## config.mk

```make
export PLATFORM = sky130hd
export DESIGN_NAME = seq_pattern_tx
export DESIGN_NICKNAME = d
export VERILOG_FILES = /design/src/rtl/seq_pattern_tx.sv
export SDC_FILE = /design/constraint.sdc
export NUM_CORES = 1
export LEC_CHECK = 0
export ABC_AREA = 0
export BUFFER_PORTS_ARGS = -buffer_cell sky130_fd_sc_hd__buf_2
export CELL_PAD_IN_SITES_DETAIL_PLACEMENT = 0
export CELL_PAD_IN_SITES_GLOBAL_PLACEMENT = 2
export CORE_MARGIN = 4
export CORE_UTILIZATION = 38
export DETAILED_ROUTE_END_ITERATION = 10
export PLACE_DENSITY_LB_ADDON = 0.1
export SETUP_SLACK_MARGIN = 0.15
export SLEW_MARGIN = 40
export SYNTH_ARGS = -nofsm -noshare
export SYNTH_HDL_FRONTEND = slang
export SYNTH_SLANG_ARGS = --single-unit
```

## constraint.sdc

```tcl
create_clock -name clk -period 4.5 [get_ports clk]
set_input_delay 0.9 -clock clk [delete_from_list [all_inputs] [get_ports clk]]
set_output_delay 0.9 -clock clk [all_outputs]
set_load 0.01 [all_outputs]
```

## src/rtl/seq_pattern_tx.sv

```systemverilog
// seq_pattern_tx: captures a WIDTH-bit pattern on start and shifts it out MSB first,
// repeating repeat_cnt extra times with an optional GAP-cycle idle gap, then pulses done.
`default_nettype none

module seq_pattern_tx #(
  parameter int WIDTH = 8,
  parameter int CNT_W = 4,
  parameter int GAP   = 0
) (
  input  logic             clk,
  input  logic             rst_n,
  input  logic             start,
  input  logic [WIDTH-1:0] pattern,
  input  logic [CNT_W-1:0] repeat_cnt,
  input  logic             abort,
  output logic             data,
  output logic             data_valid,
  output logic             busy,
  output logic             done
);

  localparam int BW = $clog2(WIDTH);
  localparam int GW = (GAP > 0) ? $clog2(GAP + 1) : 1;
  localparam logic [BW-1:0] LAST_BIT = BW'(WIDTH - 1);
  localparam logic [GW-1:0] GAP_LOAD = GW'((GAP > 0) ? GAP - 1 : 0);

  typedef enum logic [1:0] {
    S_IDLE  = 2'd0,
    S_SHIFT = 2'd1,
    S_GAP   = 2'd2
  } state_e;

  state_e           state_q, state_d;
  logic [WIDTH-1:0] shreg_q, shreg_d;
  logic [WIDTH-1:0] pat_q, pat_d;
  logic [BW-1:0]    bit_cnt_q, bit_cnt_d;
  logic [CNT_W-1:0] reps_q, reps_d;
  logic [GW-1:0]    gap_cnt_q, gap_cnt_d;
  logic             data_q, data_d;
  logic             valid_q, valid_d;
  logic             busy_q, busy_d;
  logic             done_q, done_d;

  always_ff @(posedge clk or negedge rst_n) begin
    if (!rst_n) begin
      state_q   <= S_IDLE;
      shreg_q   <= '0;
      pat_q     <= '0;
      bit_cnt_q <= '0;
      reps_q    <= '0;
      gap_cnt_q <= '0;
      data_q    <= 1'b0;
      valid_q   <= 1'b0;
      busy_q    <= 1'b0;
      done_q    <= 1'b0;
    end else begin
      state_q   <= state_d;
      shreg_q   <= shreg_d;
      pat_q     <= pat_d;
      bit_cnt_q <= bit_cnt_d;
      reps_q    <= reps_d;
      gap_cnt_q <= gap_cnt_d;
      data_q    <= data_d;
      valid_q   <= valid_d;
      busy_q    <= busy_d;
      done_q    <= done_d;
    end
  end

  // shreg holds the bits still to be sent, left-aligned; the bit on the line lives in data_q.
  always_comb begin
    state_d   = state_q;
    shreg_d   = shreg_q;
    pat_d     = pat_q;
    bit_cnt_d = bit_cnt_q;
    reps_d    = reps_q;
    gap_cnt_d = gap_cnt_q;
    data_d    = data_q;
    valid_d   = valid_q;
    busy_d    = busy_q;
    done_d    = 1'b0;

    case (state_q)
      S_IDLE: begin
        data_d  = 1'b0;
        valid_d = 1'b0;
        busy_d  = 1'b0;
        if (start && !abort) begin
          pat_d     = pattern;
          shreg_d   = {pattern[WIDTH-2:0], 1'b0};
          reps_d    = repeat_cnt;
          bit_cnt_d = LAST_BIT;
          data_d    = pattern[WIDTH-1];
          valid_d   = 1'b1;
          busy_d    = 1'b1;
          state_d   = S_SHIFT;
        end
      end

      S_SHIFT: begin
        if (abort) begin
          data_d  = 1'b0;
          valid_d = 1'b0;
          busy_d  = 1'b0;
          state_d = S_IDLE;
        end else if (bit_cnt_q != '0) begin
          data_d    = shreg_q[WIDTH-1];
          shreg_d   = shreg_q << 1;
          bit_cnt_d = bit_cnt_q - 1'b1;
        end else if (reps_q != '0) begin
          reps_d = reps_q - 1'b1;
          if (GAP > 0) begin
            data_d    = 1'b0;
            valid_d   = 1'b0;
            gap_cnt_d = GAP_LOAD;
            state_d   = S_GAP;
          end else begin
            data_d    = pat_q[WIDTH-1];
            shreg_d   = {pat_q[WIDTH-2:0], 1'b0};
            bit_cnt_d = LAST_BIT;
          end
        end else begin
          data_d  = 1'b0;
          valid_d = 1'b0;
          busy_d  = 1'b0;
          done_d  = 1'b1;
          state_d = S_IDLE;
        end
      end

      S_GAP: begin
        if (abort) begin
          data_d  = 1'b0;
          valid_d = 1'b0;
          busy_d  = 1'b0;
          state_d = S_IDLE;
        end else if (gap_cnt_q == '0) begin
          data_d    = pat_q[WIDTH-1];
          shreg_d   = {pat_q[WIDTH-2:0], 1'b0};
          bit_cnt_d = LAST_BIT;
          valid_d   = 1'b1;
          state_d   = S_SHIFT;
        end else begin
          gap_cnt_d = gap_cnt_q - 1'b1;
        end
      end

      default: state_d = S_IDLE;
    endcase
  end

  assign data       = data_q;
  assign data_valid = valid_q;
  assign busy       = busy_q;
  assign done       = done_q;

endmodule

`default_nettype wire

```

# == After elaboration in Yosys (flattened, before gate mapping) ==
# Cells that the tools add are included.
# word_totals
output_inout_bits,4
ff_bits,30
in_bits,16
# op_classes
addsub,3
n_eq_ne,13
n_mux,47
bitwise_logic,1
reduce_logical,15
# op_table
cell,count
two-way mux 8 bit,6
one-hot mux 8 bit (3 select lines),1
two-way mux 1 bit,18
two-way mux 3 bit,6
two-way mux 4 bit,4
"!= test 2 bit, second input constant",7
two-way mux 2 bit,6
"!= test 3 bit, second input constant",4
AND reduction 4 bit,3
one-hot mux 1 bit (3 select lines),3
one-hot mux 3 bit (3 select lines),1
one-hot mux 4 bit (2 select lines),1
one-hot mux 2 bit (3 select lines),1
AND reduction 2 bit,3
AND reduction 6 bit,1
nonzero test 3 bit,2
AND reduction 5 bit,1
nonzero test 4 bit,1
"subtractor 4 x 1 -> 4 bit, second input constant",1
"subtractor 3 x 1 -> 3 bit, second input constant",1
"equality test 2 x 1 -> 1 bit, second input constant",1
"equality test 2 bit, second input constant",1
zero test 2 bit,1
nonzero test 2 bit,1
4 further kinds,4

# == Logic depth before layout (Yosys ltp) ==
# depth
depth_word,5
depth_mapped,6
ltp_nobuf,5

# == Worst setup path after synthesis ==
# No wires, ideal clock.
# synth_path
path_kind,input-to-reg
from,in start
to,reg reps_q[3]
required_time_ps,4376
setup_slack_ps,2649
n_path_buf,1
stages,4
t_arrival_ps,1727
setup_ps,124
path_cell_list,buf_2 -> and4bb_2 -> a211o_1 -> a211o_1
# synth_between
elab_chain_cells,3
# synth_lines
item,line,rtl
from (decl),12,"input logic start,"
logical AND 1 bit,88,if (start && !abort) begin
!= test 2 bit (no source line),-,
AND reduction 5 bit (no source line),-,
to (signal assigned),61,reps_q <= reps_d;
to (decl),37,"logic [CNT_W-1:0] reps_q, reps_d;"
# Every way passes these cells.
# A chain may end at the register's enable or synchronous reset.

# == Worst setup path in the final report ==
# layout_path
from,reg bit_cnt_q[1]
to,reg shreg_q[7]
# layout_between
elab_chain_cells,4
# layout_lines
item,line,rtl
from (decl),36,"logic [BW-1:0] bit_cnt_q, bit_cnt_d;"
from (signal assigned),60,bit_cnt_q <= bit_cnt_d;
nonzero test 3 bit *,106,end else if (bit_cnt_q != '0) begin
two-way mux 8 bit,106,
two-way mux 8 bit,101,if (abort) begin
one-hot mux 8 bit (3 select lines),83,case (state_q)
to (signal assigned),58,shreg_q <= shreg_d;
to (decl),34,"logic [WIDTH-1:0] shreg_q, shreg_d;"
# Mark *: on every way between the ends. The rest lies on a longest branch, timed or not. The select of a mux whose other input is x is not followed.

==> impl_metrics.tcl <==
set metrics [dict create \
    outcome "complete, no violations" \
    crit_required_ps 4680 \
    path_buf_inv 1 \
    p_per_area_nw_per_um2 392.1 \
    cts-root-buf "clkbuf_8" \
    synth_cell_type_count 43 \
    clk_path_buf_depth 2 \
    drv_cap 0 \
    instances_no_fill 217 \
    dr.pass1.iters 4 \
    stdcell_area_um2 1672 \
    holdBufCountCts 0 \
    vias 1157 \
    multi_input_area_um2 757.0 \
    antenna_left 0 \
    cp_top_family "compound AO/OA/AOI/OAI gates" \
    fin_crit_sh_pct 49.03 \
    yosysWarnings 0 \
    fillers 363 \
    synth-edff-count 0 \
    p_leak_uw 0.0007901 \
    gr-usage-all-layers_pct 14.38 \
    hp-class "flop to flop" \
    antennaDiodeCount 0 \
    ys_seq_area_share_pct 42.87 \
    nNetsFinal 189 \
    relSlewSlack_pct 47.04 \
    die-area_um2 5069 \
    antenna_found_initial 0 \
    hold_viol 0 \
    synthFlopType "dfrtp_1" \
    p_seq_share_pct 50.6 \
    cp-start-kind "flop" \
    grt_pass1_vias 1207 \
    drt-vias-per-instance 5.332 \
    core_um2 3771 \
    area_delta_synth_final_pct 10.14 \
    clkSinkCount 26 \
    whs_ps 483.8 \
    rrSetupSlack_ps 2290 \
    tightest_slew_ps 793.5 \
    postSynthCellCount 154 \
    wirelength_um 3262 \
    grt_max_degree 27 \
    p_int_uw 446.4 \
    grt_pass1_wl_um 5851 \
    p_clk_share_pct 23.2 \
    num_rows 22 \
    power.share.switching_pct 31.90 \
    fmax_mhz 453.2 \
    detail_route.drc_violations 0 \
    finClkSkew_ps 3.692 \
    dieWidth_um 71.20 \
    setup_viol 0 \
    finalCriticalPeriod_ps 2206 \
    peakVddDrop_uv 130.0 \
    dpl_cell_area_um2 1615 \
    synthArstFlopShare_pct 100.0 \
    io_buffers 19 \
    io_pins 20 \
    htree_levels 1 \
    switchingPower_uw 209.1 \
    area.sequential_um2 651.9 \
    slowest_stage "nor2b_2" \
    drtIter0Drc 84 \
    clkLatencyLatePin_ps 270 \
    fp.dieH_um 71.20 \
    cts_made_buffers 3 \
    slew_viol_final 0 \
    avgSynthCellArea_um2 9.855 \
    final_common_cell "nand2_1" \
    gr-total-overflow 0 \
    syn-cell-area_um2 1518 \
    critPathMaxStageDelay_ps 650 \
    worstPathCellList "inv_1, ha_1, nor2b_2, a31oi_1, o221ai_1" \
    dp_hpwl_um 2326 \
    rsz0062_at_grt "false" \
    syn_nets 173 \
    combPwrFrac_pct 26.2 \
    ys_ff_latch 26 \
    placed_cells 213 \
    clk_pin_slew_worst_paths_ps 90 \
    cts_tree "built" \
    arrival_ps 2390 \
    start_util_pct 40.25 \
    cts_setup_buffers 0 \
    globalplace.congestion 0.7794 \
    final_cell_mix "nand2_1, dfrtp_1, buf_2" \
    wire_per_inst_um 15.03 \
    post_cts_resized 0 \
    crit_path_max_fanout 15 \
    crit_type "flop to flop" \
    crit_path_end_kind "flop" \
    setup_tns_ps 0 \
    final_layout_size_suffix_gt1_share_pct 19.53 \
]
metrics by stage:
step / setup WS (ps) / power [uW] / utilization [%]
finish: 2294 / 655.4 / 44.33
global route: 2080 / 707.6 / 44.33
CTS: 2263 / 666.7 / 44.29
floorplan: 2649 / 463.4 / -
global placement: 2169 / 505.2 / 42.83
detailed placement: 2112 / 511.9 / 42.83
final timing paths:
kind | startpoint | end | cells past startpoint
worst min-delay path | pat_q[7] | pat_q[7] | 2
min in group asynchronous | rst_n | bit_cnt_q[2] | 1
worst max register to register | bit_cnt_q[1] | shreg_q[7] | 5
worst min register to register | pat_q[7] | pat_q[7] | 2
max in group asynchronous | rst_n | state_q[0] | 1
worst max-delay path | bit_cnt_q[1] | shreg_q[7] | 5
worst reg2reg max path: stages (launching register included):
cell and delay (ps):
dfrtp_1 380, inv_1 90, ha_1 270, nor2b_2 650, a31oi_1 420, o221ai_1 290
metal layers:
metal / wire [um] / GRT usage (%) / up-vias
li1: - / - / 580
met1: 1664 / 19.95 / 555
met2: 1454 / 22.55 / 17
met3: 94 / 2.415 / 5
met4: 48 / 5.010 / 0
met5: 0 / 0 / -
cell usage after synthesis, types with 3 or more instances:
cell type / number / area, um^2
o21ai_0: 4 / 20.02
nand2_1: 26 / 97.59
buf_2: 4 / 20.02
mux2i_1: 9 / 90.09
a22oi_1: 3 / 22.52
nor3b_1: 4 / 30.03
ha_1: 3 / 37.54
nor3_1: 3 / 15.01
inv_1: 14 / 52.55
dfrtp_1: 26 / 650.6
o221ai_1: 8 / 70.07
nor2_1: 4 / 15.01
a21oi_1: 5 / 25.02
sequential cells by signal, summed over array words and instances, names as in the netlist:
name	cells
pat_q	8
data_valid	1
done	1
reps_q	4
bit_cnt_q	3
data	1
state_q	1
shreg_q	7
final cells by class:
| cell class | count | share of cell area [%] |
|---|---|---|
| clock buffer | 4 | 3.293 |
| inverter | 14 | 3.144 |
| tap | 48 | 3.593 |
| sequential | 26 | 39.00 |
| timing repair buffer | 19 | 5.689 |
| multi-input combinational | 106 | 45.28 |
power groups by stage:
stage	logic (uW)	clock network, uW	registers [uW]
after floorplan	142	0	321
after global placement	171	0	335
after detailed placement	176	0	336
after CTS	176	160	331
after global routing	199	169	340
final	172	152	332
cell families (layout without fill, tap and decap cells):
logic type / after synthesis / after routing / share of synthesized area (%)
AO/OA/AOI/OAI: 37 / 37 / 17.73
buffers and inverters: 22 / 37 / 7.254
multiplexers: 9 / 9 / 5.936
adder cells (fa/ha/maj): 3 / 3 / 2.473
flip-flops: 26 / 26 / 42.87
AND/OR/NAND/NOR: 57 / 57 / 23.74
Power figures use the tool's default switching activity.
